## src/rtl/io_decode_pkg.sv

```systemverilog
// io_decode_pkg: shared state encoding and address-decode constants for the IO decode mux
package io_decode_pkg;
  typedef enum logic [1:0] {IDLE, ACCESS, RESP} state_t;
  localparam logic [11:0] IO_BASE = 12'hFD0;
  localparam int BASE_LSB = 20;
  localparam int WIN_MSB = 19;
  localparam int WIN_LSB = 16;
endpackage

```

## src/rtl/io_timeout_ctr.sv

```systemverilog
// io_timeout_ctr: loadable down-counter that stops at zero and flags it
module io_timeout_ctr #(
  parameter int W = 8
) (
  input  logic         clk_i,
  input  logic         rst_i,
  input  logic         load,
  input  logic         dec,
  input  logic [W-1:0] init,
  output logic         zero
);
  logic [W-1:0] cnt;
  always_ff @(posedge clk_i)
    if (rst_i) cnt <= '0;
    else if (load) cnt <= init;
    else if (dec && !zero) cnt <= cnt - 1'b1;
  assign zero = cnt == '0;
endmodule

```

## src/rtl/io_decode_mux.sv

```systemverilog
// io_decode_mux: decodes 0xFD0xxxxx into device windows and routes one bus transaction with timeout
module io_decode_mux
  import io_decode_pkg::*;
#(
  parameter int         NDEV    = 8,
  parameter logic [7:0] TIMEOUT = 8'd255
) (
  input  logic         clk_i,
  input  logic         rst_i,
  input  logic         s_cyc_i,
  input  logic         s_stb_i,
  input  logic         s_we_i,
  input  logic [3:0]   s_sel_i,
  input  logic [31:0]  s_adr_i,
  input  logic [31:0]  s_dat_i,
  output logic         s_ack_o,
  output logic         s_err_o,
  output logic [31:0]  s_dat_o,
  output logic [7:0]   dev_cs_o,
  output logic         dev_cyc_o,
  output logic         dev_stb_o,
  output logic         dev_we_o,
  output logic [3:0]   dev_sel_o,
  output logic [15:0]  dev_adr_o,
  output logic [31:0]  dev_dat_o,
  input  logic [7:0]   dev_ack_i,
  input  logic [255:0] dev_dat_i
);
  state_t     state;
  logic [3:0] win;
  logic [2:0] win_q;
  logic       hit, mapped, ack_sel, cnt_zero;
  always_comb begin
    win     = s_adr_i[WIN_MSB:WIN_LSB];
    hit     = s_cyc_i && s_stb_i && s_adr_i[31:BASE_LSB] == IO_BASE;
    mapped  = int'(win) < NDEV;
    ack_sel = dev_ack_i[win_q];
  end
  io_timeout_ctr #(.W(8)) u_ctr (
    .clk_i (clk_i),
    .rst_i (rst_i),
    .load  (state == IDLE && hit && mapped),
    .dec   (state == ACCESS),
    .init  (TIMEOUT),
    .zero  (cnt_zero)
  );
  always_ff @(posedge clk_i) begin
    if (rst_i) begin
      state     <= IDLE;
      win_q     <= '0;
      s_ack_o   <= 1'b0;
      s_err_o   <= 1'b0;
      s_dat_o   <= '0;
      dev_cs_o  <= '0;
      dev_cyc_o <= 1'b0;
      dev_stb_o <= 1'b0;
      dev_we_o  <= 1'b0;
      dev_sel_o <= '0;
      dev_adr_o <= '0;
      dev_dat_o <= '0;
    end else begin
      case (state)
        IDLE: if (hit) begin
          if (mapped) begin
            win_q     <= win[2:0];
            dev_cs_o  <= 8'b1 << win[2:0];
            dev_cyc_o <= 1'b1;
            dev_stb_o <= 1'b1;
            dev_we_o  <= s_we_i;
            dev_sel_o <= s_sel_i;
            dev_adr_o <= s_adr_i[15:0];
            dev_dat_o <= s_dat_i;
            state     <= ACCESS;
          end else begin
            s_err_o <= 1'b1;
            state   <= RESP;
          end
        end
        ACCESS: if (ack_sel || !s_cyc_i || cnt_zero) begin
          dev_cs_o  <= '0;
          dev_cyc_o <= 1'b0;
          dev_stb_o <= 1'b0;
          dev_we_o  <= 1'b0;
          dev_sel_o <= '0;
          dev_adr_o <= '0;
          dev_dat_o <= '0;
          s_ack_o   <= ack_sel;
          s_err_o   <= !ack_sel && s_cyc_i;
          s_dat_o   <= ack_sel ? dev_dat_i[{win_q, 5'd0} +: 32] : '0;
          state     <= (ack_sel || s_cyc_i) ? RESP : IDLE;
        end
        RESP: if (!s_stb_i || !s_cyc_i) begin
          s_ack_o <= 1'b0;
          s_err_o <= 1'b0;
          s_dat_o <= '0;
          state   <= IDLE;
        end
        default: state <= IDLE;
      endcase
    end
  end
endmodule

```

## config.mk

```make
export PLATFORM = sky130hd
export DESIGN_NAME = io_decode_mux
export DESIGN_NICKNAME = d
export VERILOG_FILES = /design/src/rtl/io_decode_pkg.sv /design/src/rtl/io_timeout_ctr.sv /design/src/rtl/io_decode_mux.sv
export SDC_FILE = /design/constraint.sdc
export NUM_CORES = 1
export LEC_CHECK = 0
export BUFFER_PORTS_ARGS = -buffer_cell sky130_fd_sc_hd__buf_4
export CORE_AREA = 8 8 164 166
export CTS_CLUSTER_DIAMETER = 80
export DETAILED_ROUTE_END_ITERATION = 8
export DIE_AREA = 0 0 172 174
export GPL_TIMING_DRIVEN = 0
export PLACE_DENSITY = 0.53
export SLEW_MARGIN = 5
export SYNTH_ARGS = -nofsm -noshare
export SYNTH_HDL_FRONTEND = slang
export SYNTH_HIERARCHICAL = 1
export SYNTH_SLANG_ARGS = --single-unit
```

## constraint.sdc

```tcl
create_clock -name clk_i -period 2.34 [get_ports clk_i]
set_clock_uncertainty 0.2 [all_clocks]
set_input_delay 0.117 -clock clk_i [delete_from_list [all_inputs] [get_ports clk_i]]
set_output_delay 0.117 -clock clk_i [all_outputs]
set_load 0.02 [all_outputs]
```

* Word-level counts from Yosys, hierarchy flattened *
Cells that the tools add are included.
W data, S select, Z words.

storage, ports and cells
  register bits = 109
  input bits = 337
  output and inout port bits = 97
  word-level logic and storage cells = 94

cells by class
  add/subtract/negate cells = 1
  order comparisons = 2
  equal/unequal tests = 8
  shift operators = 2
  multiplexer cells = 44
  reduce and logical (&&, ||, !) cells = 25

operator list
  cell                    count
  $shiftx A256 B9 Y32     1
  $mux W32                6
  $pmux W32 S2            2
  $mux W16                3
  $mux W8                 5
  $pmux W16 S2            1
  $pmux W8 S2             1
  $eq A12 B12 Y1 const B  1
  $mux W4                 3
  $mux W1                 11
  $mux W2                 5
  $ne A2 B2 Y1 const B    5
  $reduce_and A3 Y1       3
  $logic_not A8 Y1        1
  $pmux W4 S2             1
  $shl A1 B3 Y8 const A   1
  $sub A8 B1 Y8 const B   1
  $logic_and A1 B1 Y1     6
  $pmux W1 S2             3
  $pmux W2 S3             1
  $reduce_bool A2 Y1      3
  $reduce_and A5 Y1       1
  $logic_not A1 Y1        4
  $logic_or A1 B1 Y1      4
  9 further kinds         9

* Logic depth before layout (Yosys ltp) *
  word-level depth = 6
  depth in mapped cells = 10
  gate-level depth less buffers = 8

* Hierarchy *
The synthesis kept the hierarchy.

modules (own cells, without submodules)
  module          instances  cells each  area an instance (um^2)  sequential area each (um^2)
  io_decode_mux   1          539         5874.4                   2021.9
  io_timeout_ctr  1          59          515.5                    160.2

* Least setup slack after synthesis *
No wires, ideal clock.

  path kind = register to register
  from = register win_q[0]
  to = register s_dat_o[0]
  library setup time = 70 ps
  data arrival time = 2188 ps
  required time = 2070 ps
  path slack = -119 ps
  cell stages (with the launch flop) = 8
  path buffers = 2
  period minus slack after synthesis = 2459 ps
  cells stage by stage = dfxtp_1 -> buf_2 -> mux2_2 -> mux4_2 -> or3_4 -> a31oi_4 -> buf_6 -> o2bb2ai_1

between the ends
  longest elaborated chain between the ends = 6
  elaborated cells on any way between the ends = 10

ends and longest elaborated chain
  what                                                         RTL line             source
  from (decl)                                                  io_decode_mux.sv:31  logic [2:0] win_q;
  from (signal assigned)                                       io_decode_mux.sv:65  win_q <= win[2:0];
  branches (longest 6 deep; another with $shiftx A256 B9 Y32)  n/a
  to (signal assigned)                                         io_decode_mux.sv:89  s_dat_o <= ack_sel ? dev_dat_i[{win_q, 5'd0} +: 32] : '0;
  to (decl)                                                    io_decode_mux.sv:18  output logic [31:0] s_dat_o,

Parallel ways; which one is timed is not known. The select of a mux whose other input is x is not followed.
A chain may end at the register's enable or synchronous reset.

* Final worst setup path *
  from = register win_q[0]
  to = register s_dat_o[10]

The elaborated chain is that of the path after synthesis.

==> impl_metrics.env <==
export IMPL_status="finished, violations left"
export IMPL_failed_checks="setup timing"
export IMPL_avgSynthCellArea_um2=10.7
export IMPL_die_y_um=174
export IMPL_cpMostUsedCell="buf_6"
export IMPL_p_int_uw=3870
export IMPL_postSynth_asyncResetShare_pct=0
export IMPL_detail_route_wl_per_cell_um=23.1
export IMPL_rsz0062_at_grt="true"
export IMPL_die_area_um2=29900
export IMPL_numPortBuffers=432
export IMPL_totalWireLength_um=33500
export IMPL_synth_adder_area_share_pct=1.17
export IMPL_slew_headroom_pct=32.0
export IMPL_drc=0
export IMPL_path_clk_slew_ns=0.08
export IMPL_ys_ff_latch=109
export IMPL_clockBufferDepth=2
export IMPL_synth_xor_area_share_pct=0.411
export IMPL_cts_tree="yes"
export IMPL_maxCapViolations=0
export IMPL_seq_power_share_pct=37.5
export IMPL_yosysUniqueCellTypes=52
export IMPL_antenna_found_initial=5
export IMPL_vias=7236
export IMPL_startpoint_type="flop"
export IMPL_p_sw_share_pct=32.1
export IMPL_powerDensity_nw_per_um2=505
export IMPL_setup_tns_ns=-14.10
export IMPL_endpoint_kind="flop"
export IMPL_overflow=0
export IMPL_hp_start="rst_i"
export IMPL_core_um2=24500
export IMPL_synthCells=598
export IMPL_synth_simple_gate_area_share_pct=12.7
export IMPL_path_delay_family="multiplexers"
export IMPL_syn_to_final_growth_pct=76.5
export IMPL_stdcell_count=1450
export IMPL_p_comb_share_pct=35.6
export IMPL_seq_area_frac_synth_pct=34.1
export IMPL_yosys_warnings=6
export IMPL_drt_initial_drc_count=382
export IMPL_min_path_type="in2reg"
export IMPL_cp_required_ns=2.42
export IMPL_synth_top_area_share_pct=34.1
export IMPL_yosys_top_cells_count="109 x dfxtp_1, 70 x a21oi_1, 65 x mux4_2"
export IMPL_worstMarginPinSlew_ns=1.02
export IMPL_start_util_pct=26.1
export IMPL_pin_count=434
export IMPL_fin_ws_ns=-0.223
export IMPL_critical_path_slowest_cell="mux4_2"
export IMPL_drive_gt1_share_pct=52.7
export IMPL_synth_largest_area_cell="dfxtp_1"
export IMPL_drt_first_pass_iters=7
export IMPL_synthMuxAreaShare_pct=28.8
export IMPL_layout_min_cycle_time_ns=2.56
export IMPL_cp_arrival_ns=2.64
export IMPL_nets=1456
export IMPL_place_congestion=0.880
export IMPL_slew_viol_final=0
export IMPL_max_stage_delay_ns=0.53
export IMPL_synth_compound_area_share_pct=17.9
export IMPL_critPathKind="reg2reg"
export IMPL_yosysMostFrequentCell="dfxtp_1"
export IMPL_worstSkewPairLatency_ns=0.35
export IMPL_irDropWorstVdd_mv=0.355
export IMPL_grt_pass1_wl_um=48000
export IMPL_synth_area_leaders="dfxtp_1 34%, mux4_2 23%, nand3b_1 6.2%"
export IMPL_crit_fanout=10
export IMPL_clock_sinks=109
export IMPL_setup_viol=98
export IMPL_place_inst=1367
export IMPL_cts_root_buffer="clkbuf_16"
export IMPL_rows=58
export IMPL_hold_viol=0
export IMPL_grtUsageTotal_pct=21.3
export IMPL_cts_buffers=9
export IMPL_p_leak_uw=0.00462
export IMPL_synth_edf_count=0
export IMPL_place_hpwl_um=27300
export IMPL_synthesis_area_um2=6390
export IMPL_ys_flop_type="dfxtp_1"
export IMPL_fin_crit_sh_pct=110
export IMPL_p_sw_uw=1830
export IMPL_die_w_um=172
export IMPL_clkPwrFrac_pct=27.0
export IMPL_startpoint="win_q[0]"
export IMPL_fmaxAchievable_ghz=0.390
export IMPL_timing_rr_start="win_q[0]"
export IMPL_grt_pass1_vias=7576
export IMPL_synth_top_family_by_area="multiplexers"
export IMPL_ant_nets=0
export IMPL_path_buf_inv=3
export IMPL_htree_levels=3
export IMPL_grt_max_degree=20
export IMPL_cp_cell_sequence="buf_6, mux2_4, mux4_2, or3_4, a31oi_4, buf_12, buf_6, o2bb2ai_1"
export IMPL_routed_via_density=4.99
layer usage:
layer | global-route usage (%) | vias to the layer above | wire, um
li1 | - | 3358 | -
met1 | 26.3 | 3531 | 13800
met2 | 34.8 | 305 | 16300
met3 | 7.26 | 36 | 2840
met4 | 5.25 | 6 | 599
met5 | 0 | - | 41
registers in the layout, summed over array words and instances (netlist names):
register,flops
s_err_o,1
win_q,3
dev_sel_o,4
s_dat_o,32
u_ctr/cnt,8
s_ack_o,1
dev_stb_o,1
state,2
dev_adr_o,16
dev_cs_o,8
dev_dat_o,32
dev_we_o,1
cells by family after synthesis:
family / after synthesis
compound gates: 185
simple gates: 120
flops: 109
mux: 102
buf+inv: 72
fa+ha+maj: 6
xor+xnor: 3
other cells: 1
power by group through the flow:
stage	sequential (uW)	combinational [uW]	clock, uW
global placement	2160	1820	0
detailed placement	2160	1830	0
floorplan	2350	665	0
finish	2140	2030	1540
global route	2160	2160	1670
CTS	2130	1960	1600
stage by stage:
step / hold slack, ns / instance area (um2) / total power (uW) / setup slack (ns) / util (%)
6_report: 0.00337 / 11300 / 5700 / -0.223 / 46.0
5_1_grt: 0.0134 / 11300 / 5980 / -0.288 / 46.0
4_1_cts: 0.0145 / 11200 / 5680 / -0.235 / 45.5
3_5_place_dp: 0.205 / 10100 / 3990 / -0.669 / 41.2
3_3_place_gp: 0.200 / 10100 / 3990 / -0.652 / 41.2
2_1_floorplan: 0.0570 / 6440 / 3010 / -0.00582 / -
layout by cell type (no fill, tap or decap), drive strengths merged, types with 32 or more instances in the layout:
cell         Yosys  routed
dfxtp          109     109
clkbuf          48      53
dlygate4sd3      0      57
mux4            65      65
o21ai           64      64
a21oi           70      70
nand3b          53      53
o2bb2ai         32      32
buf             15     460
mux2i           33      33
cell type report:
| type | instances | area [um2] |
|---|---|---|
| Sequential cell | 109 | 2180 |
| Timing Repair Buffer | 500 | 3930 |
| Inverter | 9 | 36.3 |
| Tap cell | 330 | 413 |
| Fill cell | 2378 | 13200 |
| Clock inverter | 6 | 55.1 |
| Clock buffer | 10 | 239 |
| Antenna cell | 2 | 5.00 |
| Buffer | 60 | 374 |
| Multi-Input combinational cell | 424 | 4040 |
what timing repair did:
item	in CTS	in global routing
hold buffers	57	0
setup endpoints to repair	105	105
cloned	0	1
resized for setup	45	20
pin swaps	6	9
endpoints found under the hold margin	65	0
setup buffers	5	5
path summary, 6_finish.rpt:
check,end,slack (ns),cells after the start
setup / recovery,s_dat_o[10],-0.22,8
hold / removal,u_ctr/cnt[4],0.003,2
setup reg to reg,s_dat_o[10],-0.22,8
hold reg to reg,dev_cs_o[3],0.27,2
Power figures use the tool's default switching activity.
